File: src/rtl/flash_writer_pkg.sv
// Shared constants for the SPI flash writer: opcodes, default user-region base,
// FSM state encoding and the program-frame packing helper.
package flash_writer_pkg;

    localparam logic [7:0] OpWren       = 8'h06;
    localparam logic [7:0] OpProgram    = 8'h02;
    localparam logic [7:0] OpErase      = 8'h20;
    localparam logic [7:0] OpReadStatus = 8'h05;

    // Lowest writable byte; everything below belongs to the bitstream.
    localparam logic [23:0] DefUserBase     = 24'h100000;
    localparam int unsigned DefCsIdleCycles = 4;
    localparam logic [23:0] DefPollLimit    = 24'hFFFFFF;

    typedef enum logic [2:0] {
        StIdle,
        StReq,
        StWren,
        StGap,
        StWrite,
        StPoll,
        StFinish
    } state_e;

    // Opcode, big-endian address, then data bytes lowest address first.
    function automatic logic [63:0] program_frame(input logic [23:0] addr,
                                                  input logic [31:0] data);
        return {OpProgram, addr, data[7:0], data[15:8], data[23:16], data[31:24]};
    endfunction

endpackage

File: src/rtl/flash_writer_spi_shifter.sv
// Mode-0 SPI frame engine (module spi_flash_shifter): shifts out up to 64 bits
// MSB-first at clk/2, captures the last 8 MISO bits and flags the final frame cycle.
module spi_flash_shifter (
    input  logic        clk_i,
    input  logic        rst_ni,
    input  logic        start_i,
    input  logic        abort_i,
    input  logic [63:0] tx_data_i,
    input  logic [6:0]  tx_bits_i,
    input  logic        miso_i,
    output logic        shift_done_o,
    output logic [7:0]  rx_data_o,
    output logic        sck_o,
    output logic        csn_o,
    output logic        mosi_o
);

    logic        active_q;
    logic        sck_q;
    logic        csn_q;
    logic        mosi_q;
    logic [6:0]  cnt_q;
    logic [63:0] shreg_q;
    logic [7:0]  rx_q;

    // Frame sequencing: csn low, then alternate sck low/high per bit, then close.
    always_ff @(posedge clk_i or negedge rst_ni) begin
        if (!rst_ni) begin
            active_q <= 1'b0;
            sck_q    <= 1'b0;
            csn_q    <= 1'b1;
            mosi_q   <= 1'b0;
            cnt_q    <= '0;
            shreg_q  <= '0;
            rx_q     <= '0;
        end else if (abort_i) begin
            active_q <= 1'b0;
            sck_q    <= 1'b0;
            csn_q    <= 1'b1;
            mosi_q   <= 1'b0;
        end else if (start_i) begin
            active_q <= 1'b1;
            sck_q    <= 1'b0;
            csn_q    <= 1'b0;
            shreg_q  <= tx_data_i;
            mosi_q   <= tx_data_i[63];
            cnt_q    <= tx_bits_i;
        end else if (active_q) begin
            if (!sck_q) begin
                if (cnt_q != 7'd0) begin
                    // Rising edge: flash data is sampled here.
                    sck_q <= 1'b1;
                    rx_q  <= {rx_q[6:0], miso_i};
                    cnt_q <= cnt_q - 7'd1;
                end else begin
                    active_q <= 1'b0;
                    csn_q    <= 1'b1;
                    mosi_q   <= 1'b0;
                end
            end else begin
                sck_q <= 1'b0;
                if (cnt_q != 7'd0) begin
                    shreg_q <= shreg_q << 1;
                    mosi_q  <= shreg_q[62];
                end
            end
        end
    end

    // Last csn-low cycle: every bit clocked and sck back low.
    assign shift_done_o = active_q && !sck_q && (cnt_q == 7'd0);
    assign rx_data_o    = rx_q;
    assign sck_o        = sck_q;
    assign csn_o        = csn_q;
    assign mosi_o       = mosi_q;

endmodule

File: src/rtl/flash_writer.sv
// CPU-side SPI flash writer: word program and (with FLASH_WRITER_ERASE_EN defined)
// 4 KB sector erase in the user region, with WREN, status polling and SPI pin
// arbitration via spi_request/spi_grant.
module flash_writer
    import flash_writer_pkg::*;
#(
    parameter logic [23:0] UserBase     = DefUserBase,
    parameter int unsigned CsIdleCycles = DefCsIdleCycles,
    parameter logic [23:0] PollLimit    = DefPollLimit
) (
    input  logic        clk_i,
    input  logic        rst_ni,
    input  logic        req_valid_i,
    output logic        req_ready_o,
    input  logic        req_erase_i,
    input  logic [23:0] req_address_i,
    input  logic [31:0] req_data_i,
    output logic        busy_o,
    output logic        done_o,
    output logic        error_o,
    output logic        spi_request_o,
    input  logic        spi_grant_i,
    output logic        flash_sck_o,
    output logic        flash_csn_o,
    output logic        flash_mosi_o,
    input  logic        flash_miso_i
);

    localparam logic [7:0] GapLoad = 8'(CsIdleCycles - 1);

    state_e      state_q;
    logic [23:0] addr_q;
    logic [31:0] data_q;
    logic        next_poll_q;
    logic [7:0]  gap_cnt_q;
    logic [23:0] poll_cnt_q;
    logic        done_q;
    logic        error_q;
    logic        spi_request_q;

    logic        req_bad;
    logic        grant_lost;
    logic        erase_sel;
    logic        sh_start;
    logic        sh_done;
    logic [63:0] sh_tx;
    logic [6:0]  sh_bits;
    logic [7:0]  sh_rx;
    logic        unused_rx;

`ifdef FLASH_WRITER_ERASE_EN
    logic erase_q;

    // Remember which write command this request needs.
    always_ff @(posedge clk_i or negedge rst_ni) begin
        if (!rst_ni) begin
            erase_q <= 1'b0;
        end else if (state_q == StIdle && req_valid_i) begin
            erase_q <= req_erase_i;
        end
    end

    assign erase_sel = erase_q;
`else
    assign erase_sel = 1'b0;
`endif

    // Requests that must never reach the flash.
    always_comb begin
        req_bad = (req_address_i < UserBase);
`ifdef FLASH_WRITER_ERASE_EN
        if (!req_erase_i && req_address_i[1:0] != 2'b00) begin
            req_bad = 1'b1;
        end
`else
        if (req_erase_i || req_address_i[1:0] != 2'b00) begin
            req_bad = 1'b1;
        end
`endif
    end

    assign grant_lost = !spi_grant_i &&
                        (state_q == StWren || state_q == StGap ||
                         state_q == StWrite || state_q == StPoll);

    // Frame launch: WREN on grant, write or status read when the gap expires.
    always_comb begin
        sh_start = 1'b0;
        sh_tx    = '0;
        sh_bits  = '0;
        if (state_q == StReq && spi_grant_i) begin
            sh_start = 1'b1;
            sh_tx    = {OpWren, 56'h0};
            sh_bits  = 7'd8;
        end else if (state_q == StGap && !grant_lost && gap_cnt_q == 8'd0) begin
            sh_start = 1'b1;
            if (next_poll_q) begin
                sh_tx   = {OpReadStatus, 56'h0};
                sh_bits = 7'd16;
            end else if (erase_sel) begin
                sh_tx   = {OpErase, addr_q, 32'h0};
                sh_bits = 7'd32;
            end else begin
                sh_tx   = program_frame(addr_q, data_q);
                sh_bits = 7'd64;
            end
        end
    end

    // Main sequencer: accept/check, WREN, write, poll, finish.
    always_ff @(posedge clk_i or negedge rst_ni) begin
        if (!rst_ni) begin
            state_q       <= StIdle;
            addr_q        <= '0;
            data_q        <= '0;
            next_poll_q   <= 1'b0;
            gap_cnt_q     <= '0;
            poll_cnt_q    <= '0;
            done_q        <= 1'b0;
            error_q       <= 1'b0;
            spi_request_q <= 1'b0;
        end else begin
            done_q  <= 1'b0;
            error_q <= 1'b0;
            if (grant_lost) begin
                state_q       <= StFinish;
                done_q        <= 1'b1;
                error_q       <= 1'b1;
                spi_request_q <= 1'b0;
            end else begin
                unique case (state_q)
                    StIdle: begin
                        if (req_valid_i) begin
                            if (req_bad) begin
                                state_q <= StFinish;
                                done_q  <= 1'b1;
                                error_q <= 1'b1;
                            end else begin
                                state_q       <= StReq;
                                spi_request_q <= 1'b1;
                                addr_q        <= req_address_i;
                                data_q        <= req_data_i;
                                poll_cnt_q    <= '0;
                            end
                        end
                    end
                    StReq: begin
                        if (spi_grant_i) state_q <= StWren;
                    end
                    StWren: begin
                        if (sh_done) begin
                            state_q     <= StGap;
                            next_poll_q <= 1'b0;
                            gap_cnt_q   <= GapLoad;
                        end
                    end
                    StGap: begin
                        if (gap_cnt_q == 8'd0) begin
                            state_q <= next_poll_q ? StPoll : StWrite;
                        end else begin
                            gap_cnt_q <= gap_cnt_q - 8'd1;
                        end
                    end
                    StWrite: begin
                        if (sh_done) begin
                            state_q     <= StGap;
                            next_poll_q <= 1'b1;
                            gap_cnt_q   <= GapLoad;
                        end
                    end
                    StPoll: begin
                        if (sh_done) begin
                            if (!sh_rx[0]) begin
                                state_q       <= StFinish;
                                done_q        <= 1'b1;
                                spi_request_q <= 1'b0;
                            end else if (poll_cnt_q == PollLimit - 24'd1) begin
                                state_q       <= StFinish;
                                done_q        <= 1'b1;
                                error_q       <= 1'b1;
                                spi_request_q <= 1'b0;
                            end else begin
                                poll_cnt_q <= poll_cnt_q + 24'd1;
                                state_q    <= StGap;
                                gap_cnt_q  <= GapLoad;
                            end
                        end
                    end
                    StFinish: begin
                        state_q <= StIdle;
                    end
                    default: begin
                        state_q <= StIdle;
                    end
                endcase
            end
        end
    end

    spi_flash_shifter u_shifter (
        .clk_i        (clk_i),
        .rst_ni       (rst_ni),
        .start_i      (sh_start),
        .abort_i      (grant_lost),
        .tx_data_i    (sh_tx),
        .tx_bits_i    (sh_bits),
        .miso_i       (flash_miso_i),
        .shift_done_o (sh_done),
        .rx_data_o    (sh_rx),
        .sck_o        (flash_sck_o),
        .csn_o        (flash_csn_o),
        .mosi_o       (flash_mosi_o)
    );

    // Only WIP drives the sequencer; the rest of the status byte is ignored.
    assign unused_rx = ^sh_rx[7:1];

    assign req_ready_o   = (state_q == StIdle);
    assign busy_o        = (state_q != StIdle);
    assign done_o        = done_q;
    assign error_o       = error_q;
    assign spi_request_o = spi_request_q;

endmodule

File: config.mk
export PLATFORM = sky130hd
export DESIGN_NAME = flash_writer
export DESIGN_NICKNAME = d
export VERILOG_FILES = /design/src/rtl/flash_writer_pkg.sv /design/src/rtl/flash_writer_spi_shifter.sv /design/src/rtl/flash_writer.sv
export SDC_FILE = /design/constraint.sdc
export NUM_CORES = 1
export LEC_CHECK = 0
export BUFFER_PORTS_ARGS = -buffer_cell sky130_fd_sc_hd__buf_2
export CAP_MARGIN = 25
export CORE_ASPECT_RATIO = 0.9
export CORE_MARGIN = 2
export CORE_UTILIZATION = 60
export CTS_BUF_LIST = sky130_fd_sc_hd__clkbuf_2
export CTS_CLUSTER_DIAMETER = 100
export DETAILED_ROUTE_END_ITERATION = 10
export PLACE_DENSITY = 0.88
export SLEW_MARGIN = 20
export SYNTH_ARGS = -nofsm -noshare
export SYNTH_HDL_FRONTEND = slang
export SYNTH_SLANG_ARGS = --single-unit
File: constraint.sdc
create_clock -name clk_i -period 3.2 [get_ports clk_i]
set_input_delay 0.48 -clock clk_i [delete_from_list [all_inputs] [get_ports clk_i]]
set_output_delay 0.48 -clock clk_i [all_outputs]
set_load 0.02 [all_outputs]
Yosys cells after proc, flatten, opt, wreduce, memory -nomap -nowiden
Cells that the tools add are included.

Flip-flop bits (word level): 170. Latch bits: 0. RAM bits: 0. Memory bits (read-only): 0. Bits of input ports: 62. Output and inout bits: 8. Word-level logic and storage cells: 171. Memories kept: 0.

Add/subtract/negate cells: 3. Multiply operators: 0. Divide/modulo/power cells: 0. Order comparisons: 1. Eq/ne operators: 27. Shift-type cells: 0. Mux-type cells: 81. Bitwise operators: 4. Reductions and logical operators: 39.

Operators with widths (number): 63-bit two-way mux (4); 59-bit two-way mux (3); 24-bit two-way mux (5); 7-bit two-way mux (7); 24-bit one-hot mux with 2 select lines (1); 1-bit two-way mux (41); 8-bit two-way mux (5); 3-bit two-way mux (9); 24-bit by 1-bit adder with 24-bit output (second input constant) (1); 24-bit equality test (second input constant) (1); 24-bit by 21-bit < comparator with 1-bit output (second input constant) (1); 8-bit one-hot mux with 3 select lines (1); 2-bit != test (second input constant) (8); 4-bit AND reduction (4); 3-bit one-hot mux with 5 select lines (1); 5-bit AND reduction (3); 7-bit AND reduction (2); 3-bit != test (second input constant) (4); 2-bit nonzero test (6); 3-bit nonzero test (4); 3-bit by 2-bit != test with 1-bit output (second input constant) (3); 8-bit zero test (1); 4-bit != test (second input constant) (2); 1-bit one-hot mux with 2 select lines (4); other kinds (17) (34).

Depth between registers and ports, before layout
Gate-level depths: netlist of the first run.

Depth after elaboration: 12. Gate-level depth with buffers: 9. Gate-level depth less buffers: 7.

Cells and area by module
Synthesis of the first run repeated with hierarchy kept, for this count alone.

Cell total of the unflattened synthesis: 947. Area, all modules: 8475.6 um^2.

Modules (own cells, without submodules): flash_writer (times used 1, cells an instance 579, area each 4902.2 um^2, seq. area each 2377.3 um^2); spi_flash_shifter (times used 1, cells an instance 368, area each 3573.4 um^2, seq. area each 2053.2 um^2).

Least setup slack after synthesis of the first run
Ideal clock, no wire load.

Path type: register to register. From: reg u_shifter.cnt_q[0]. To: reg poll_cnt_q[5]. Setup time: 136 ps. Arrival: 2261 ps. Required time: 3064 ps. Slack: 802 ps. Cell stages (with the launch flop): 9. Path buffers: 1. Period minus slack after synthesis: 2398 ps. Path through: dfrtp_1 > inv_1 > ha_1 > or4b_4 > or3_4 > a22o_4 > buf_2 > o41ai_1 > a21oi_1.

Word-level cells in the longest chain between the ends: 4.

Ends and longest elaborated chain: from (decl) (line flash_writer_spi_shifter.sv:22) `logic [6:0] cnt_q;`; from (signal assigned) (line flash_writer_spi_shifter.sv:47) `cnt_q <= tx_bits_i;`; from (signal assigned) (line flash_writer_spi_shifter.sv:54) `cnt_q <= cnt_q - 7'd1;`; 7-bit zero test (line flash_writer_spi_shifter.sv:71) `assign shift_done_o = active_q && !sck_q && (cnt_q == 7'd0);`; 1-bit logical AND (line flash_writer_spi_shifter.sv:71); 2-bit != test (no source line); 7-bit AND reduction (no source line); to (signal assigned) (line flash_writer.sv:183) `poll_cnt_q <= poll_cnt_q + 24'd1;`; to (decl) (line flash_writer.sv:36) `logic [23:0] poll_cnt_q;`.

No other way between the ends. A chain may end at the register's enable or synchronous reset.

Worst setup path after layout of the first run
From: reg gap_cnt_q[0]. To: reg u_shifter.shreg_q[29].

Word-level cells in the longest chain between the ends: 6. Elaborated cells between the ends (all ways): 11. Those cells by class: 5 x mux; 6 x reduce/logical.

Ends and longest elaborated chain: from (decl) (line flash_writer.sv:35) `logic [7:0] gap_cnt_q;`; from (signal assigned) (line flash_writer.sv:154) `gap_cnt_q <= GapLoad;`; from (signal assigned) (line flash_writer.sv:161) `gap_cnt_q <= gap_cnt_q - 8'd1;`; from (signal assigned) (line flash_writer.sv:168) `gap_cnt_q <= GapLoad;`; 8-bit zero test (*) (line flash_writer.sv:95) `end else if (state_q == StGap && !grant_lost && gap_cnt_q == 8'd0) begin`; 1-bit logical AND (*) (line flash_writer.sv:95); 1-bit two-way mux (line flash_writer.sv:95); 1-bit two-way mux (line flash_writer.sv:91) `if (state_q == StReq && spi_grant_i) begin`; 2-bit nonzero test (no source line); 4-bit AND reduction (no source line); to (signal assigned) (line flash_writer_spi_shifter.sv:45) `shreg_q <= tx_data_i;`; to (signal assigned) (line flash_writer_spi_shifter.sv:63) `shreg_q <= shreg_q << 1;`; to (decl) (line flash_writer_spi_shifter.sv:23) `logic [63:0] shreg_q;`.

Every way passes the cells marked *; elsewhere a longest branch is shown, timed or not.

==> run_results.csv, run 1 <==
group,metric,value,unit
global_route,gr-total-overflow,0,
die,die_y,113,µm
synth,muxShareOfSynthArea,1.54,%
sta,hold_viol_final,0,
routing,wirelength,19800,µm
die,start_util,62.2,%
synth,synthAdderAreaFrac,0.940,%
routing,detail_route.first_pass.iterations,6,
cells_and_area,seq_area,4260,µm²
synth,synthFlopType,"dfrtp_1",
cts,clk_pin_slew_worst_paths,230,ps
global_route,busiest_layer,"met2",
global_route,grt_pass1_vias,6868,
cells_and_area,layout_common_cells,"nand2_1, dfrtp_1, a21oi_1",
synth,yosys.area_share.simple,22.2,%
sta,holdWs,102,ps
synth,yosys_warnings,0,
cells_and_area,drive_gt1_share,13.6,%
cells_and_area,area_growth,17.3,%
routing,vias,7138,
placement,port_buffers,69,
sta,fin_ws,294,ps
cts,cts_made_buffers,17,
worst_setup_path,crit_path_frequent_cell,"buf_4",
cells_and_area,layout_commonest_cell,"nand2_1",
placement,dpl_cell_area,8540,µm²
sta,slew_viol_final,0,
die,ios,70,
status,status,"finished, final reports clean",
cts,cts.sinks,170,
pwr,power.leakage,4.38,nW
synth,syn_nets,937,
cells_and_area,nFillCells,876,
die,dieWidth,126,µm
routing,drtAntennaViolNets,0,
synth,synth_compound_area_share,18.7,%
global_route,grt.total_usage,29.2,%
routing,drt_iter0_drc,844,
worst_setup_path,cp_cell_sequence,"inv_1, ha_1, nor3b_1, buf_4, a21boi_0, or2_2, buf_4, a22oi_1, a21oi_1",
sta,post-route-min-period,2910,ps
synth,synth_cell_types,64,
worst_setup_path,cp-end-kind,"flop",
worst_setup_path,critPathKind,"reg2reg",
cts,ctsResizeCount,0,
sta,skew,41.4,ps
sta,fin_tns_setup,0,ps
global_route,grtUsageMet2,48.0,%
hold_path,hold_class,"in2reg",
synth,syn-cell-area,7980,µm²
sta,maxSlewHeadroom,45.4,%
placement,dpl.hpwl,12000,µm
die,coreArea,12800,µm²
worst_setup_path,critPathSlowestCell,"or2_2",
global_route,antenna_found_initial,1,
flow_run,drv_cap,0,
synth,synth_top_family_by_area,"simple AND/OR/NAND/NOR gates",
synth,yosysSeqAreaShare,53.3,%
worst_setup_path,startpoint_type,"flop",
cts,insertion_delay,800,ps
cts,htree_levels,4,
pwr,power_density,771,nW/µm²
sta,finalSetupViolCount,0,
synth,synthCells,869,
synth,synth-xor-area-share,0.219,%
cells_and_area,multi_input_area,3490,µm²
worst_setup_path,cpPeakStageDelay,560,ps
placement,dp_worst_setup_slack,393,ps
die,placementRows,39,
worst_setup_path,crit_required,3910,ps
sta,rsz0062_at_grt,"no",
cells_and_area,fin_area,9370,µm²
pwr,ir_drop,0.600,mV
cts,clk_path_buf_depth,2,
routing,drc,0,
synth,avgSynthCellArea,9.19,µm²
worst_setup_path,cp.arrival,3620,ps
synth,ys_ff_latch,170,
routing,viasPerCell,6.15,
routing,wl_per_cell,17.0,µm
global_route,grt_pass1_wl,33600,µm
cts,cts_tree,"done",
cts,clockRootBuffer,"clkbuf_2",
sta,period_share,90.8,%
sta,max_freq,0.344,GHz
sta,tightestPinTransition,819,ps
synth,synthArstFlopShare,100,%
worst_setup_path,crit_fanout,30,
placement,gp_congestion,0.902,
die,die_area,14200,µm²
synth,synth_edf_count,0,
global_route,grt_max_degree,88,
global_route,grt_use_met3,6.52,%
cells_and_area,nNetsFinal,1050,
global_route,use_met1,39.2,%
## layer usage
metal | wire length, µm | share of wire (%)
met1 | 8280 | 42
met3 | 1310 | 6.6
met2 | 9740 | 49
met5 | 0 | 0
met4 | 435 | 2.2
## worst max-delay path, delay by kind of cell, from the launching register on
kind            cells  cell delay [ps]
simple gates        2              700
buf+inv             3              640
flops               1              430
fa+ha+maj           1              190
compound gates      3              870
## cells by family (layout without fill, tap and decap cells)
family,after synthesis,count (layout)
AO/OA/AOI/OAI,227,227
XOR/XNOR,2,2
adder cells (fa/ha/maj),6,6
buffers and inverters,65,191
flip-flops,170,170
multiplexers,12,12
other,0,1
AND/OR/NAND/NOR,387,387
## cells in the mapped netlist, drive strengths merged, types with 3 or more instances
master,number,share of area [%]
a21o,4,0.38
a21oi,83,5.2
a22oi,56,5.3
a31oi,4,0.31
a41oi,4,0.44
and2,4,0.31
and3,3,0.24
buf,13,0.72
clkbuf,36,1.7
dfrtp,169,53
ha,6,0.94
inv,16,0.75
mux2i,10,1.3
nand2,202,9.5
nand2b,17,1.3
nand3,17,1.1
nand4,8,0.63
nand4b,3,0.33
nor2,76,3.6
nor2b,5,0.39
nor3,12,0.82
nor3b,4,0.38
nor4,6,0.63
o2111ai,10,1.1
o211ai,3,0.28
o21ai,28,1.8
o31ai,10,0.94
o41ai,3,0.33
or2,3,0.24
or3,8,0.69
or4,9,0.85
or4b,3,0.42
## through the flow
stage               util [%]  power, mW  cells
global route            73.0       7.74   1160
detailed placement      66.5       5.88   1071
global placement        66.5       5.71   1071
floorplan                  -       5.19    869
finish                  73.0       7.22   1160
CTS                     73.0       7.15   1159
## final cells by class
type	count	area share, %
clock inverters	13	1.80
inverters	16	0.641
clock buffers	19	1.02
diodes	1	0.0267
repair buffers	143	11.6
flip-flops and latches	170	45.4
well taps	164	2.19
multi-input cells	634	37.3
## path summary, 6_finish.rpt
check	from	end	slack, ps	depth (start not counted)
worst min-delay path	req_valid_i	done_o	100	3
min in group asynchronous	rst_ni	addr_q[20]	290	2
worst max register to register	gap_cnt_q[0]	u_shifter.shreg_q[29]	290	9
worst min register to register	addr_q[4]	addr_q[4]	510	2
max in group asynchronous	rst_ni	u_shifter.shreg_q[44]	2100	3
worst max-delay path	gap_cnt_q[0]	u_shifter.shreg_q[29]	290	9
## state kept, by name (all words and copies together) (netlist names)
| name | cells |
|---|---|
| gap_cnt_q | 8 |
| u_shifter.csn_o | 1 |
| u_shifter.shreg_q | 63 |
| poll_cnt_q | 24 |
| error_o | 1 |
| done_o | 1 |
| u_shifter.active_q | 1 |
| u_shifter.mosi_o | 1 |
| next_poll_q | 1 |
| spi_request_o | 1 |
| u_shifter.cnt_q | 7 |
| u_shifter.rx_data_o | 1 |
| state_q | 3 |
| u_shifter.sck_o | 1 |
| data_q | 32 |
| addr_q | 24 |
## where the power goes
group / switching [mW] / internal (mW) / total (mW)
Sequential: 0.636 / 3.00 / 3.63
Combinational: 1.34 / 1.01 / 2.35
Clock: 0.783 / 0.449 / 1.23
## repair_timing
action,4_1_cts,5_1_grt
hold buffers,56,0
hold endpoints to repair,138,0
buffers inserted,0,0
Power figures use the tool's default switching activity.
==> run 2: changes to the inputs <==
CELL_PAD_IN_SITES_DETAIL_PLACEMENT = 2   (was not set)
CELL_PAD_IN_SITES_GLOBAL_PLACEMENT = 2   (was not set)
CORE_UTILIZATION = 39   (was 60)
PLACE_DENSITY = 0.9   (was 0.88)
==> run 2 against run 1 <==
  * Critical path type unchanged
  * Global-route usage up 1.9 points
  * Hold slack worse by 43 ps
  * Highest routed layer unchanged
  * Total power up 12%
  * Combinational power up 20%
  * Largest power group unchanged
==> run_results.csv, run 2 (synthesized netlist as in run 1, its figures left out) <==
group,metric,value,unit
pwr,power.leakage,4.43,nW
cells_and_area,layout_common_cells,"nand2_1, dfrtp_1, a21oi_1",
cts,cts_setup_buffers,0,
sta,slew_viol_final,0,
die,placementRows,49,
pwr,p_sw_share,43.8,%
placement,dpl.hpwl,17200,µm
cells_and_area,fin_area,9560,µm²
cts,cts_made_buffers,17,
routing,detail_route.first_pass.iterations,5,
cells_and_area,area_growth,19.8,%
cts,cts_tree,"done",
worst_setup_path,reg2reg_from,"u_shifter.cnt_q[0]",
cts,clk_path_buf_depth,2,
worst_setup_path,startpoint_type,"flop",
sta,skew,64.4,ps
cells_and_area,drive_gt1_share,14.2,%
sta,post-route-min-period,2990,ps
global_route,grt_max_degree,79,
pwr,seqPwrFrac,47.6,%
die,start_util,39.8,%
global_route,grt_pass1_vias,8776,
routing,drtAntennaViolNets,0,
die,dieWidth,155,µm
cts,cts.sinks,170,
pwr,ir_drop,0.322,mV
cts,clk_pin_slew_worst_paths,320,ps
cells_and_area,largest_reg_flops,63,
sta,period_share,93.4,%
placement,port_buffers,69,
hold_path,hold_class,"in2async",
pwr,intPower,4.53,mW
worst_setup_path,critPathKind,"reg2reg",
global_route,grt_pass1_wl,51700,µm
sta,rsz0062_at_grt,"no",
global_route,gr-total-overflow,0,
routing,wl_per_cell,25.8,µm
cells_and_area,n_antenna_cell,0,
routing,vias,7616,
global_route,grt.total_usage,31.1,%
worst_setup_path,cp-end-kind,"flop",
cts,insertion_delay,840,ps
cells_and_area,nFillCells,2124,
worst_setup_path,cp.arrival,3700,ps
routing,wirelength,32400,µm
pwr,pwr-share-clk,17.5,%
cells_and_area,layout_commonest_cell,"nand2_1",
worst_setup_path,critPathSlowestCell,"nor3_1",
routing,drc,0,
placement,gp_congestion,0.805,
status,status,"finished, final reports clean",
routing,drt_iter0_drc,420,
flow_run,drv_cap,0,
routing,viasPerCell,6.07,
cts,htree_levels,4,
sta,tightestPinTransition,799,ps
sta,maxSlewHeadroom,46.2,%
placement,dpl_cell_area,8690,µm²
worst_setup_path,rr_worst_depth,7,
worst_setup_path,crit_start,"u_shifter.cnt_q[0]",
sta,fin_tns_setup,0,ps
sta,holdWs,59.0,ps
cts,clockRootBuffer,"clkbuf_2",
cells_and_area,largest-register,"u_shifter.shreg_q",
worst_setup_path,cp_cell_sequence,"inv_1, ha_1, or4b_4, nor3_1, o32ai_4, buf_8, o21ai_0",
cells_and_area,largestRegisters,"u_shifter.shreg_q x63, data_q x32",
sta,hold_viol_final,0,
pwr,power_frac_comb,34.9,%
global_route,antenna_found_initial,0,
cells_and_area,finish.utilization,47.7,%
sta,finalSetupViolCount,0,
pwr,p_sw,3.52,mW
cells_and_area,nNetsFinal,1055,
die,coreArea,20000,µm²
die,die_area,21600,µm²
worst_setup_path,cpPeakStageDelay,540,ps
die,die_y,140,µm
pwr,total_power,8.05,mW
die,ios,70,
worst_setup_path,crit_required,3910,ps
worst_setup_path,crit_fanout,20,
pwr,power_density,842,nW/µm²
sta,max_freq,0.334,GHz
==> run 2: cell count changes in the layout (fill, tap and decap cells not counted), sizes merged <==
cell      change
diode         -1
inv           +4
clkinv        -2
clkbuf        -1
buf           +5
clkinvlp      -1
==> run 2: final cells by class <==
type	instances	area [µm²]	share of cell area, %
repair buffers	148	1140	11.9
multi-input cells	634	3510	36.7
clock inverters	14	186	1.95
clock buffers	18	90.1	0.942
well taps	255	319	3.34
inverters	16	60.1	0.628
flip-flops and latches	170	4260	44.5
==> run 2: worst paths after layout <==
check / endpoint / slack [ps]
worst min register to register: addr_q[7] / 510
worst max-delay path: u_shifter.shreg_q[57] / 210
max in group asynchronous: u_shifter.csn_o / 2230
worst max register to register: u_shifter.shreg_q[57] / 210
min in group clk_i: state_q[2] / 130
worst min-delay path: addr_q[21] / 60
==> run 2: power by group through the flow <==
stage          combinational (mW)  sequential (mW)  clock, mW
6_report                     2.81             3.83       1.41
2_1_floorplan                1.73             3.46          0
3_3_place_gp                 2.21             3.64          0
3_5_place_dp                 2.46             3.72          0
5_1_grt                      3.11             3.91       1.50
4_1_cts                      2.63             3.71       1.36
==> run 2: timing repair <==
action,in CTS,in global routing
endpoints found under the setup margin,0,46
hold buffers,56,0
resized for setup,0,4
endpoints found under the hold margin,197,0
==> run 2: through the flow <==
stage / std cells / worst slack [ps]
2_1_floorplan: 869 / 802
3_3_place_gp: 1166 / 530
3_5_place_dp: 1166 / 250
4_1_cts: 1254 / 120
5_1_grt: 1255 / 141
6_report: 1255 / 210
==> run 2: critical path, delay by kind of cell, from the launching register on <==
kind	cells	cell delay (ps)
adders and majority gates	1	190
buffers and inverters	2	360
and+or+nand+nor	2	1050
DFF	1	510
AOI/OAI and AO/OA	2	750
==> run 2: per-layer routing <==
metal  vias to the layer above  track usage [%]  routed length (µm)
met3                       103             5.76                1460
met5                         -                0                   0
met1                      3923             37.4               13100
met4                         0             15.8                1530
li1                       3306                -                   -
met2                       284             53.5               16300
==> run 3: changes to the inputs <==
REMOVE_ABC_BUFFERS = 1   (was not set)
==> run 3 against run 2 <==
  * Core utilization up 0.087 points
  * Count of clock-buffer cells in the layout down 1
  * Register-to-register slack worse by 40 ps
  * First-iteration DRC count up 29%
  * Via count up 0.63%
  * Hold slack better by 11 ps
  * Cell area up 0.18%
  * Routed wire length up 4.0%
  * Clock skew up 9.0 ps
  * Maximum frequency down 1.4%
  * Flip-flop and latch count unchanged
  * Critical endpoint is now u_shifter.shreg_q[12]
  * Largest cell class unchanged
==> run_results.csv, run 3 (synthesized netlist as in run 1, its figures left out) <==
group,metric,value,unit
sta,slew_viol_final,0,
cts,cts.sinks,170,
worst_setup_path,critPathBufInv,3,
routing,vias,7664,
cells_and_area,area_growth,20.0,%
worst_setup_path,crit_start,"u_shifter.cnt_q[0]",
die,coreArea,20000,µm²
routing,viasPerCell,6.09,
worst_setup_path,cpPeakStageDelay,540,ps
worst_setup_path,reg2reg_from,"u_shifter.cnt_q[0]",
cts,htree_levels,4,
placement,dpl.hpwl,17600,µm
die,die_area,21600,µm²
cts,insertion_delay,870,ps
status,status,"finished, final reports clean",
sta,fin_ws,167,ps
cells_and_area,layout_common_cells,"nand2_1, dfrtp_1, a21oi_1",
cts,cts_made_buffers,17,
routing,wl_per_cell,26.8,µm
sta,finalSetupViolCount,0,
worst_setup_path,crit_fanout,35,
worst_setup_path,r2r_slack,170,ps
hold_path,holdPathEnd,"done_o",
global_route,grt_pass1_wl,52700,µm
sta,max_freq,0.330,GHz
hold_path,hold_class,"in2reg",
sta,holdWs,70.4,ps
worst_setup_path,rr_worst_depth,8,
sta,tightestPinTransition,796,ps
cts,clk_path_buf_depth,2,
worst_setup_path,reg2reg_to,"u_shifter.shreg_q[12]",
sta,hold_viol_final,0,
die,placementRows,49,
placement,gp_congestion,0.815,
worst_setup_path,cp.arrival,3750,ps
worst_setup_path,critPathSlowestCell,"nor3_1",
global_route,gr-total-overflow,0,
cts,clockRootBuffer,"clkbuf_2",
placement,dp_worst_setup_slack,444,ps
cts,cts_tree,"done",
sta,maxSlewHeadroom,45.6,%
cells_and_area,nNetsFinal,1057,
pwr,power.leakage,4.44,nW
pwr,total_power,8.07,mW
pwr,power_density,842,nW/µm²
routing,detail_route.first_pass.iterations,6,
flow_run,drv_cap,0,
cts,clk_pin_slew_worst_paths,290,ps
die,start_util,39.8,%
worst_setup_path,path_delay_family,"simple AND/OR/NAND/NOR gates",
cells_and_area,largest-register,"u_shifter.shreg_q",
global_route,antenna_found_initial,1,
routing,drt_iter0_drc,540,
routing,drc,0,
sta,post-route-min-period,3030,ps
sta,rsz0062_at_grt,"no",
routing,drtAntennaViolNets,0,
global_route,grt.total_usage,32.1,%
sta,skew,73.5,ps
sta,period_share,94.8,%
worst_setup_path,crit_required,3920,ps
cells_and_area,largestRegisters,"u_shifter.shreg_q x63, data_q x32",
hold_path,hold_path_depth,3,
routing,wirelength,33700,µm
placement,port_buffers,69,
cells_and_area,largest_reg_flops,63,
hold_path,hp-start,"req_valid_i",
die,dieWidth,155,µm
cells_and_area,layout_commonest_cell,"nand2_1",
cts,cts_setup_buffers,0,
die,ios,70,
global_route,grt_max_degree,70,
worst_setup_path,cp-end-kind,"flop",
pwr,ir_drop,0.307,mV
global_route,grt_pass1_vias,8610,
worst_setup_path,startpoint_type,"flop",
worst_setup_path,critPathKind,"reg2reg",
worst_setup_path,cp_cell_sequence,"inv_1, ha_1, or4b_4, nor3_1, o32ai_4, buf_6, buf_12, a21oi_1",
die,die_y,140,µm
cells_and_area,drive_gt1_share,14.4,%
-- run 3: power by group --
group / internal, mW / leakage, nW / switching, mW
Combinational: 1.07 / 2.15 / 1.79
Clock: 0.396 / 0.153 / 1.00
Sequential: 3.00 / 2.13 / 0.801
-- run 3: layer usage --
layer | wire length, µm | global-route usage (%) | share of wire [%] | vias up
met5 | 0 | 0 | 0 | -
met4 | 1900 | 17.8 | 5.6 | 0
met3 | 1270 | 4.92 | 3.8 | 114
met2 | 17400 | 56.8 | 52 | 289
met1 | 13100 | 37.1 | 39 | 3946
li1 | - | - | - | 3315
-- run 3: through the flow --
stage / instance area (µm²) / util, % / setup TNS [ps] / cells
finish: 9580 / 47.8 / 0 / 1258
global route: 9580 / 47.8 / 0 / 1258
CTS: 9560 / 47.7 / 0 / 1256
detailed placement: 8730 / 43.6 / 0 / 1168
global placement: 8730 / 43.6 / 0 / 1168
floorplan: 7790 / - / -143620 / 820
-- run 3: final cells by class --
class	instances	area [µm²]
diodes	1	2.50
clock buffers	17	85.1
clock inverters	15	184
fillers	2133	10500
inverters	16	60.1
multi-input cells	634	3500
flip-flops and latches	170	4260
well taps	255	319
repair buffers	150	1180
-- run 3: worst max-delay path by stage --
stage / to / slack [ps] / cells after the start
2_1_floorplan: u_shifter.shreg_q[58] / -1980 / 4
3_3_place_gp: gap_cnt_q[2] / 650 / 7
3_5_place_dp: poll_cnt_q[0] / 440 / 7
4_1_cts: poll_cnt_q[16] / 350 / 6
5_1_grt: u_shifter.shreg_q[55] / 3 / 9
6_report: u_shifter.shreg_q[12] / 170 / 8
-- run 3: tightest hold or removal path, stage by stage --
cell and delay [ps]:
buf_2 130, a31oi_1 180, nand2_1 70
-- run 3: timing repair --
| action | in CTS | in global routing |
|---|---|---|
| resized for setup | 0 | 1 |
| hold endpoints to repair | 116 | 0 |
| hold buffers | 56 | 0 |
| setup endpoints to repair | 0 | 1 |
